[src/rtl/lcd_pkg.sv]
// Shared LCD line constants, hex-to-ASCII helper and entry FSM state type.
package lcd_pkg;

    localparam int unsigned CHAR_W   = 9;
    localparam int unsigned LINE_LEN = 16;
    localparam int unsigned NIBBLE_W = 4;
    localparam int unsigned CURSOR_W = 4;
    localparam int unsigned DATA_W   = LINE_LEN * NIBBLE_W;
    localparam int unsigned CHARS_W  = LINE_LEN * CHAR_W;

    localparam logic [CHAR_W-1:0] BLANK_CHAR       = 9'h12D;
    localparam logic [7:0]        ASCII_DIGIT_BASE = 8'h30;
    localparam logic [7:0]        ASCII_ALPHA_BASE = 8'h37;

    typedef enum logic {
        ST_EDIT = 1'b0,
        ST_FULL = 1'b1
    } entry_state_e;

    typedef struct packed {
        logic clear;
        logic back;
        logic enter;
    } key_events_t;

    // {RS=1, ASCII} for a hex digit: 0-9 -> '0'..'9', A-F -> 'A'..'F'
    function automatic logic [CHAR_W-1:0] hex_char(input logic [NIBBLE_W-1:0] nib);
        logic [7:0] base;
        base = (nib < 4'd10) ? ASCII_DIGIT_BASE : ASCII_ALPHA_BASE;
        return {1'b1, base + 8'(nib)};
    endfunction

endpackage

[src/rtl/key_debounce.sv]
// Synchronizes and debounces one active-low push-button; emits a one-cycle press pulse.
module key_debounce #(
    parameter int unsigned DEBOUNCE_CYCLES = 250000
) (
    input  logic clk_i,
    input  logic rst_ni,
    input  logic key_ni,
    output logic press_o
);

    localparam int unsigned CNT_W = $clog2(DEBOUNCE_CYCLES + 1);
    localparam logic [CNT_W-1:0] CNT_LAST = CNT_W'(DEBOUNCE_CYCLES - 1);

    logic [1:0]       sync_q, sync_d;
    logic             stable_q, stable_d;
    logic             armed_q, armed_d;
    logic [CNT_W-1:0] cnt_q, cnt_d;
    logic             press_q, press_d;

    // Until a full released interval is seen after reset, a held key cannot register a press.
    always_comb begin
        sync_d   = {sync_q[0], key_ni};
        stable_d = stable_q;
        armed_d  = armed_q;
        cnt_d    = '0;
        press_d  = 1'b0;
        if (!armed_q) begin
            if (sync_q[1]) begin
                if (cnt_q == CNT_LAST) begin
                    armed_d = 1'b1;
                end else begin
                    cnt_d = cnt_q + CNT_W'(1);
                end
            end
        end else if (sync_q[1] != stable_q) begin
            if (cnt_q == CNT_LAST) begin
                stable_d = sync_q[1];
                press_d  = ~sync_q[1];
            end else begin
                cnt_d = cnt_q + CNT_W'(1);
            end
        end
    end

    always_ff @(posedge clk_i) begin
        if (!rst_ni) begin
            sync_q   <= 2'b11;
            stable_q <= 1'b1;
            armed_q  <= 1'b0;
            cnt_q    <= '0;
            press_q  <= 1'b0;
        end else begin
            sync_q   <= sync_d;
            stable_q <= stable_d;
            armed_q  <= armed_d;
            cnt_q    <= cnt_d;
            press_q  <= press_d;
        end
    end

    assign press_o = press_q;

endmodule

[src/rtl/hex_entry_buffer.sv]
// Sixteen-digit hex entry buffer driven by ENTER/BACK/CLEAR keys, with LCD character output.
module hex_entry_buffer
    import lcd_pkg::*;
#(
    parameter int unsigned DEBOUNCE_CYCLES = 250000
) (
    input  logic                iCLK,
    input  logic                iRST_N,
    input  logic [NIBBLE_W-1:0] iNIBBLE,
    input  logic                iKEY_ENTER,
    input  logic                iKEY_BACK,
    input  logic                iKEY_CLEAR,
    output logic [DATA_W-1:0]   oDATA,
    output logic [CHARS_W-1:0]  oCHARS,
    output logic [CURSOR_W-1:0] oCURSOR,
    output logic                oFULL,
    output logic                oVALID
);

    localparam logic [CURSOR_W-1:0] LAST_POS = CURSOR_W'(LINE_LEN - 1);

    logic        enter_p, back_p, clear_p;
    key_events_t ev;

    key_debounce #(.DEBOUNCE_CYCLES(DEBOUNCE_CYCLES)) u_enter (
        .clk_i(iCLK), .rst_ni(iRST_N), .key_ni(iKEY_ENTER), .press_o(enter_p)
    );
    key_debounce #(.DEBOUNCE_CYCLES(DEBOUNCE_CYCLES)) u_back (
        .clk_i(iCLK), .rst_ni(iRST_N), .key_ni(iKEY_BACK), .press_o(back_p)
    );
    key_debounce #(.DEBOUNCE_CYCLES(DEBOUNCE_CYCLES)) u_clear (
        .clk_i(iCLK), .rst_ni(iRST_N), .key_ni(iKEY_CLEAR), .press_o(clear_p)
    );

    assign ev = '{clear: clear_p, back: back_p, enter: enter_p};

    logic [NIBBLE_W-1:0] nib_meta_q, nib_sync_q;
    entry_state_e        state_q, state_d;
    logic [CURSOR_W-1:0] cursor_q, cursor_d, cursor_prev;
    logic [NIBBLE_W-1:0] digit_q [LINE_LEN];
    logic [NIBBLE_W-1:0] digit_d [LINE_LEN];
    logic [CHAR_W-1:0]   char_q  [LINE_LEN];
    logic [CHAR_W-1:0]   char_d  [LINE_LEN];
    logic                full_q, full_d;
    logic                valid_q, valid_d;

    assign cursor_prev = cursor_q - CURSOR_W'(1);

    // Only the highest-priority event (CLEAR > BACK > ENTER) acts in a given cycle.
    always_comb begin
        state_d  = state_q;
        cursor_d = cursor_q;
        digit_d  = digit_q;
        char_d   = char_q;
        full_d   = full_q;
        valid_d  = 1'b0;
        if (ev.clear) begin
            state_d  = ST_EDIT;
            cursor_d = '0;
            full_d   = 1'b0;
            for (int i = 0; i < LINE_LEN; i++) begin
                digit_d[i] = '0;
                char_d[i]  = BLANK_CHAR;
            end
        end else if (ev.back) begin
            if (state_q == ST_FULL) begin
                state_d           = ST_EDIT;
                full_d            = 1'b0;
                digit_d[LAST_POS] = '0;
                char_d[LAST_POS]  = BLANK_CHAR;
            end else if (cursor_q != '0) begin
                cursor_d             = cursor_prev;
                digit_d[cursor_prev] = '0;
                char_d[cursor_prev]  = BLANK_CHAR;
            end
        end else if (ev.enter && (state_q == ST_EDIT)) begin
            digit_d[cursor_q] = nib_sync_q;
            char_d[cursor_q]  = hex_char(nib_sync_q);
            if (cursor_q == LAST_POS) begin
                state_d = ST_FULL;
                full_d  = 1'b1;
                valid_d = 1'b1;
            end else begin
                cursor_d = cursor_q + CURSOR_W'(1);
            end
        end
    end

    always_ff @(posedge iCLK) begin
        if (!iRST_N) begin
            nib_meta_q <= '0;
            nib_sync_q <= '0;
            state_q    <= ST_EDIT;
            cursor_q   <= '0;
            digit_q    <= '{default: '0};
            char_q     <= '{default: BLANK_CHAR};
            full_q     <= 1'b0;
            valid_q    <= 1'b0;
        end else begin
            nib_meta_q <= iNIBBLE;
            nib_sync_q <= nib_meta_q;
            state_q    <= state_d;
            cursor_q   <= cursor_d;
            digit_q    <= digit_d;
            char_q     <= char_d;
            full_q     <= full_d;
            valid_q    <= valid_d;
        end
    end

    // Position 0 occupies the most significant slot of both packed outputs.
    for (genvar g = 0; g < LINE_LEN; g++) begin : g_out
        assign oDATA[DATA_W-1-g*NIBBLE_W -: NIBBLE_W] = digit_q[g];
        assign oCHARS[CHARS_W-1-g*CHAR_W -: CHAR_W]   = char_q[g];
    end

    assign oCURSOR = cursor_q;
    assign oFULL   = full_q;
    assign oVALID  = valid_q;

endmodule

[config.mk]
export PLATFORM = sky130hd
export DESIGN_NAME = hex_entry_buffer
export DESIGN_NICKNAME = d
export VERILOG_FILES = /design/src/rtl/lcd_pkg.sv /design/src/rtl/key_debounce.sv /design/src/rtl/hex_entry_buffer.sv
export SDC_FILE = /design/constraint.sdc
export NUM_CORES = 1
export LEC_CHECK = 0
export CAP_MARGIN = 30
export CORE_MARGIN = 4
export CORE_UTILIZATION = 50
export CTS_BUF_LIST = sky130_fd_sc_hd__clkbuf_8
export DETAILED_ROUTE_END_ITERATION = 12
export DONT_BUFFER_PORTS = 1
export PLACE_DENSITY = 0.63
export SYNTH_ARGS = -nofsm -noshare
export SYNTH_HDL_FRONTEND = slang
export SYNTH_HIERARCHICAL = 1
export SYNTH_SLANG_ARGS = --single-unit
[constraint.sdc]
create_clock -name iCLK -period 5.3 [get_ports iCLK]
set_clock_uncertainty 0.1 [all_clocks]
set_input_delay 0.53 -clock iCLK [delete_from_list [all_inputs] [get_ports iCLK]]
set_output_delay 0.53 -clock iCLK [all_outputs]
set_load 0.03 [all_outputs]
==> results.sh, run 1 <==
export IMPL_initial_utilization_pct=51.3
export IMPL_p_clk_share_pct=45.0
export IMPL_viasPerCell=6.28
export IMPL_tns_ns=0
export IMPL_critPathSlowestCell="dfxtp_1"
export IMPL_antenna_found_initial=1
export IMPL_grt_pass1_wl_microns=58400
export IMPL_final_layout_size_suffix_gt1_share_pct=8.93
export IMPL_route_met3_wl_microns=4020
export IMPL_final_cells=1723
export IMPL_intPower_w=0.00324
export IMPL_rsz0062_at_grt="no"
export IMPL_syn_area_per_cell_sq_um=9.06
export IMPL_r2r_start="oCURSOR[0]"
export IMPL_cts_inserted_buffers=49
export IMPL_diodes=0
export IMPL_post_cts_resized=0
export IMPL_synthArstFlopShare_pct=0
export IMPL_route_vias_total=10800
export IMPL_fmax_ghz=0.252
export IMPL_grt_max_degree=62
export IMPL_yosysWarningCount=6
export IMPL_dr_wl_met2_microns=17700
export IMPL_port_buffers=0
export IMPL_pwr_share_seq_pct=52.7
export IMPL_grt_pass1_vias=9787
export IMPL_io_pin_count=223
export IMPL_htreeDepth=2
export IMPL_cts_clk_slew_worst_paths_ns=0.07
export IMPL_cts_buffer_depth=3
export IMPL_run_status="complete, no violations"
export IMPL_clkLatencyLatePin_ns=0.59
export IMPL_holdPathEnd="u_clear/armed_q"
export IMPL_crit_path_start_kind="register"
export IMPL_power_density_nw_per_um2=308
export IMPL_synth_edf_count=0
export IMPL_regArea_sq_um=5850
export IMPL_synth_area_sq_um=12600
export IMPL_postSynthCellCount=1389
export IMPL_switching_share_pct=23.4
export IMPL_drt_met1_wl_microns=15300
export IMPL_fillers=2269
export IMPL_crit_fanout=35
export IMPL_cp_end_kind="register"
export IMPL_routed_top_layer="met4"
export IMPL_p_switching_w=0.000989
export IMPL_r2r_end="oCHARS[73]"
export IMPL_worst_pin_slew_ns=0.977
export IMPL_finalHoldViolCount=0
export IMPL_cap_violations=0
export IMPL_grt_total_usage_pct=25.7
export IMPL_first_pass_iters=7
export IMPL_post_route_min_period_ns=3.96
export IMPL_ys_seq_elements=292
export IMPL_finalCritPeriodShare_pct=74.8
export IMPL_synth_seq_area_share_pct=46.4
export IMPL_syn_to_final_growth_pct=9.00
export IMPL_worst_path_buf_inv=2
export IMPL_min_delay_start="iRST_N"
export IMPL_layout_nets=1386
export IMPL_reg2reg_depth=7
export IMPL_slew_viol_final=0
export IMPL_critPathMaxStageDelay_ns=0.81
export IMPL_wl_per_cell_microns=22.0
export IMPL_hold_class="in2reg"
export IMPL_slew_headroom_pct=34.6
export IMPL_routed_wl_microns=37900
export IMPL_clock_tree_root_cell="clkbuf_8"
export IMPL_synth_cell_types=82
export IMPL_drc=0
export IMPL_ir_drop_v=0.000186
export IMPL_die_w_microns=167
export IMPL_final_antenna_net_count=0
export IMPL_crit_arrival_ns=4.27
export IMPL_rows=57
export IMPL_hold_depth=2
export IMPL_yosys_area_top_type="dfxtp_1"
export IMPL_synthFlopType="dfxtp_1"
export IMPL_syn_num_nets=1412
export IMPL_synth_most_common_cell="dfxtp_1"
export IMPL_synth_top_area_share_pct=46.4
export IMPL_yosys_top_cells_count="292 x dfxtp_1, 101 x a21oi_1, 94 x nand2_1"
export IMPL_hold_ws_ns=0.0298
export IMPL_critical_path_top_delay_family="simple AND/OR/NAND/NOR gates"
export IMPL_overflow=0
export IMPL_p_leak_nw=4.55
export IMPL_place_gp_congestion=0.918
export IMPL_comb_power_share_pct=2.4
export IMPL_multi_input_area_sq_um=6110
export IMPL_cts_sinks=292
export IMPL_finalSetupViolCount=0
export IMPL_ff2ff_setup_slack_ns=1.34
export IMPL_crit_type="reg2reg"
export IMPL_drtIter0Drc=945
export IMPL_dp_hpwl_microns=26200
export IMPL_die_area_sq_um=27800
export IMPL_critical_path_cell_chain="inv_1 -> ha_1 -> nand4bb_1 -> nand2_1 -> buf_4 -> a21oi_1 -> o22ai_1"
export IMPL_dp_cells=1628
export IMPL_ys_top_cells_by_area="dfxtp_1 46%, a21oi_1 4.0%, nand3_1 3.3%"
export IMPL_placeableCoreArea_sq_um=24500
export IMPL_die_y_microns=167
export IMPL_cts_tree="built"
export IMPL_required_ns=5.61
-- area by class of cell --
type / count / share of cell area, %
inverter: 49 / 1.34
multi-input combinational: 942 / 44.5
clock inverter: 28 / 0.885
timing repair buffer: 29 / 1.76
sequential: 292 / 42.6
tap: 324 / 2.95
clock buffer: 59 / 5.92
-- power groups by stage --
stage | Clock [W] | Combinational (W) | Sequential (W)
6_report | 0.00190 | 0.0000995 | 0.00223
5_1_grt | 0.00205 | 0.000109 | 0.00223
4_1_cts | 0.00194 | 0.0000992 | 0.00223
3_5_place_dp | 0 | 0.0000920 | 0.00228
3_3_place_gp | 0 | 0.0000907 | 0.00227
2_1_floorplan | 0 | 0.0000680 | 0.00227
-- worst register-to-register path, cell delays in order, from the launching register on --
cell and delay, ns:
dfxtp_1 0.81, inv_1 0.28, ha_1 0.38, nand4bb_1 0.56, nand2_1 0.50, buf_4 0.41, a21oi_1 0.60, o22ai_1 0.14
-- routing by layer --
layer / GRT usage (%) / up-vias
met1: 32.0 / 5149
met4: 7.08 / 0
met2: 41.8 / 465
met3: 10.2 / 72
met5: 0 / -
li1: - / 5129
-- cell families (layout without fill, tap and decap cells) --
| group | count (synthesis) | count (layout) | synth area share, % |
|---|---|---|---|
| and+or+nand+nor | 458 | 458 | 19.9 |
| AOI/OAI and AO/OA | 420 | 420 | 23.5 |
| DFF | 292 | 292 | 46.4 |
| buffers and inverters | 155 | 165 | 5.22 |
| xor gates and xnor gates | 49 | 49 | 3.41 |
| adders and majority gates | 14 | 14 | 1.45 |
| muxes | 1 | 1 | 0.0795 |
-- registers in the layout, indices dropped and copies added (netlist names), 2 cells and up --
signal / flops
u_enter/sync_q: 2
u_back/sync_q: 2
oCURSOR: 4
nib_sync_q: 4
u_back/cnt_q: 18
u_clear/cnt_q: 18
oDATA: 64
u_enter/cnt_q: 18
u_clear/sync_q: 2
nib_meta_q: 4
oCHARS: 144
-- how the worst max path moves through the flow --
stage                              from         end  slack (ns)  cells after the start
after floorplan           nib_sync_q[2]  oCHARS[46]        2.33                     12
after global placement       oCURSOR[0]  oCHARS[78]        1.65                      7
after detailed placement     oCURSOR[0]   oDATA[34]        1.46                      7
after CTS                    oCURSOR[0]   oDATA[34]        1.44                      7
after global routing         oCURSOR[0]   oDATA[34]        1.07                      7
final                        oCURSOR[0]  oCHARS[73]        1.34                      7
-- placed cells by master, fill, tap and decap left out, types with 38 or more instances in the layout --
cell,n
clkbuf_8,59
dfxtp_1,291
a21oi_1,101
o22ai_1,57
xnor2_1,38
nand2_1,94
a221o_1,40
nand3_1,82
inv_1,67
nor2_1,88
o21ai_0,39
-- through the flow --
stage	total power, W	area (sq um)	setup WS, ns	util, %
after global placement	0.00237	12700	1.65	51.7
final	0.00423	13700	1.34	55.9
after CTS	0.00426	13700	1.44	55.9
after global routing	0.00438	13700	1.07	55.9
after detailed placement	0.00237	12700	1.46	51.8
after floorplan	0.00234	12600	2.33	-
-- timing repair --
item / CTS / global route
hold buffers: 8 / 0
endpoints found under the hold margin: 19 / 0
buffers inserted: 0 / 0
Note: power is estimated with default switching activity, not from simulation.
==> run 2, diff against run 1 <==
==> constraint.sdc (replaced) <==
create_clock -name iCLK -period 3.79 [get_ports iCLK]
set_clock_uncertainty 0.1 [all_clocks]
set_input_delay 0.379 -clock iCLK [delete_from_list [all_inputs] [get_ports iCLK]]
set_output_delay 0.379 -clock iCLK [all_outputs]
set_load 0.03 [all_outputs]
==> results.sh, run 2 (same netlist as run 1, synthesis figures left out) <==
export IMPL_crit_type="reg2reg"
export IMPL_grt_max_degree=64
export IMPL_place_gp_congestion=0.930
export IMPL_worst_pin_slew_ns=1.13
export IMPL_cts_tree="built"
export IMPL_die_area_sq_um=27800
export IMPL_cts_inserted_buffers=49
export IMPL_run_status="complete, no violations"
export IMPL_finalCritPeriodShare_pct=82.0
export IMPL_p_leak_nw=4.66
export IMPL_critPathSlowestCell="a211oi_1"
export IMPL_grt_pass1_wl_microns=58600
export IMPL_hold_depth=2
export IMPL_cts_clk_slew_worst_paths_ns=0.06
export IMPL_drc=0
export IMPL_crit_fanout=20
export IMPL_placed_cell_area_sq_um=12800
export IMPL_io_pin_count=223
export IMPL_worst_path_buf_inv=2
export IMPL_die_y_microns=167
export IMPL_post_cts_resized=0
export IMPL_antenna_found_initial=0
export IMPL_cts_sinks=292
export IMPL_required_ns=4.11
export IMPL_grt_pass1_vias=9900
export IMPL_htreeDepth=2
export IMPL_layout_common_cells="291 x dfxtp_1, 101 x a21oi_1, 94 x nand2_1"
export IMPL_cts_buffer_depth=3
export IMPL_critical_path_cell_chain="buf_4 -> inv_1 -> nor2_1 -> ha_1 -> a211oi_1 -> o21a_1 -> or2_2 -> o221ai_1"
export IMPL_fmax_ghz=0.322
export IMPL_mostFrequentLayoutCell="dfxtp_1"
export IMPL_overflow=0
export IMPL_routed_wl_microns=38300
export IMPL_drtIter0Drc=1026
export IMPL_clock_tree_root_cell="clkbuf_8"
export IMPL_crit_arrival_ns=3.43
export IMPL_largest_register_ffs=144
export IMPL_crit_path_start_kind="register"
export IMPL_route_vias_total=10700
export IMPL_dp_cells=1643
export IMPL_final_antenna_net_count=0
export IMPL_critical_path_top_delay_family="compound AO/OA/AOI/OAI gates"
export IMPL_postLayoutCellArea_sq_um=13900
export IMPL_slew_viol_final=0
export IMPL_dp_hpwl_microns=26800
export IMPL_ir_drop_v=0.000357
export IMPL_post_route_min_period_ns=3.11
export IMPL_initial_utilization_pct=51.3
export IMPL_final_cells=1739
export IMPL_power_density_nw_per_um2=436
export IMPL_critPathMaxStageDelay_ns=0.58
export IMPL_clkLatencyLatePin_ns=0.57
export IMPL_totalPowerFinal_w=0.00607
export IMPL_syn_to_final_growth_pct=10.6
export IMPL_rsz0062_at_grt="no"
export IMPL_finalHoldViolCount=0
export IMPL_slew_headroom_pct=24.6
export IMPL_cp_end_kind="register"
export IMPL_tns_ns=0
export IMPL_final_layout_size_suffix_gt1_share_pct=10.1
export IMPL_grt_total_usage_pct=26.0
export IMPL_hold_class="in2reg"
export IMPL_rows=57
export IMPL_wl_per_cell_microns=22.0
export IMPL_reg2reg_depth=8
export IMPL_placeableCoreArea_sq_um=24500
export IMPL_port_buffers=0
export IMPL_die_w_microns=167
export IMPL_diodes=0
export IMPL_layout_nets=1401
export IMPL_cp_num_cells=8
export IMPL_first_pass_iters=6
export IMPL_finalSetupViolCount=0
export IMPL_cap_violations=0
export IMPL_viasPerCell=6.18
==> run 2: routing by layer <==
layer  part of all wire (%)  vias to the layer above  track usage [%]  wire (microns)
li1                       -                     5170                -               -
met1                     40                     5078             32.0           15200
met2                     47                      432             42.5           17900
met5                      0                        -                0               0
met4                    2.7                        0             7.93            1040
met3                     11                       66             9.72            4110
==> run 2: path summary, 6_finish.rpt <==
kind	start	end	slack, ns
setup / recovery	nib_sync_q[3]	oCHARS[30]	0.68
hold / removal	iRST_N	u_enter/cnt_q[1]	0.02
setup reg to reg	nib_sync_q[3]	oCHARS[30]	0.68
hold reg to reg	u_clear/sync_q[0]	u_clear/sync_q[1]	0.30
==> run 2: where the power goes <==
part,internal (W),leakage [nW],total [W],switching [W]
Combinational,0.0000390,1.72,0.000145,0.000106
Sequential,0.00309,2.36,0.00311,0.0000246
Clock,0.00156,0.580,0.00281,0.00125
==> run 2: repair_timing <==
action                    4_1_cts  5_1_grt
hold endpoints to repair       29        0
hold buffers                    8        0
setup buffers                   0        0
==> run 2: cell type report <==
| class | count | area [sq um] |
|---|---|---|
| Clock inverter | 21 | 88.8 |
| Inverter | 49 | 184 |
| Sequential cell | 292 | 5850 |
| Fill cell | 2261 | 10600 |
| Multi-Input combinational cell | 942 | 6110 |
| Clock buffer | 67 | 922 |
| Timing Repair Buffer | 44 | 363 |
| Tap cell | 324 | 405 |
==> run 2: per-stage QoR <==
step	setup WS [ns]	hold slack (ns)	util, %
final	0.682	0.0151	56.7
after global routing	0.489	0.0313	56.7
after CTS	0.731	0.0148	56.7
after detailed placement	0.739	0.293	52.3
after global placement	0.906	0.289	52.3
after floorplan	0.816	0.286	-
==> run 2: worst register-to-register path, stage by stage, from the launching register on <==
cell and delay [ns]:
dfxtp_1 0.32, buf_4 0.24, inv_1 0.11, nor2_1 0.26, ha_1 0.29, a211oi_1 0.58, o21a_1 0.55, or2_2 0.36
o221ai_1 0.16
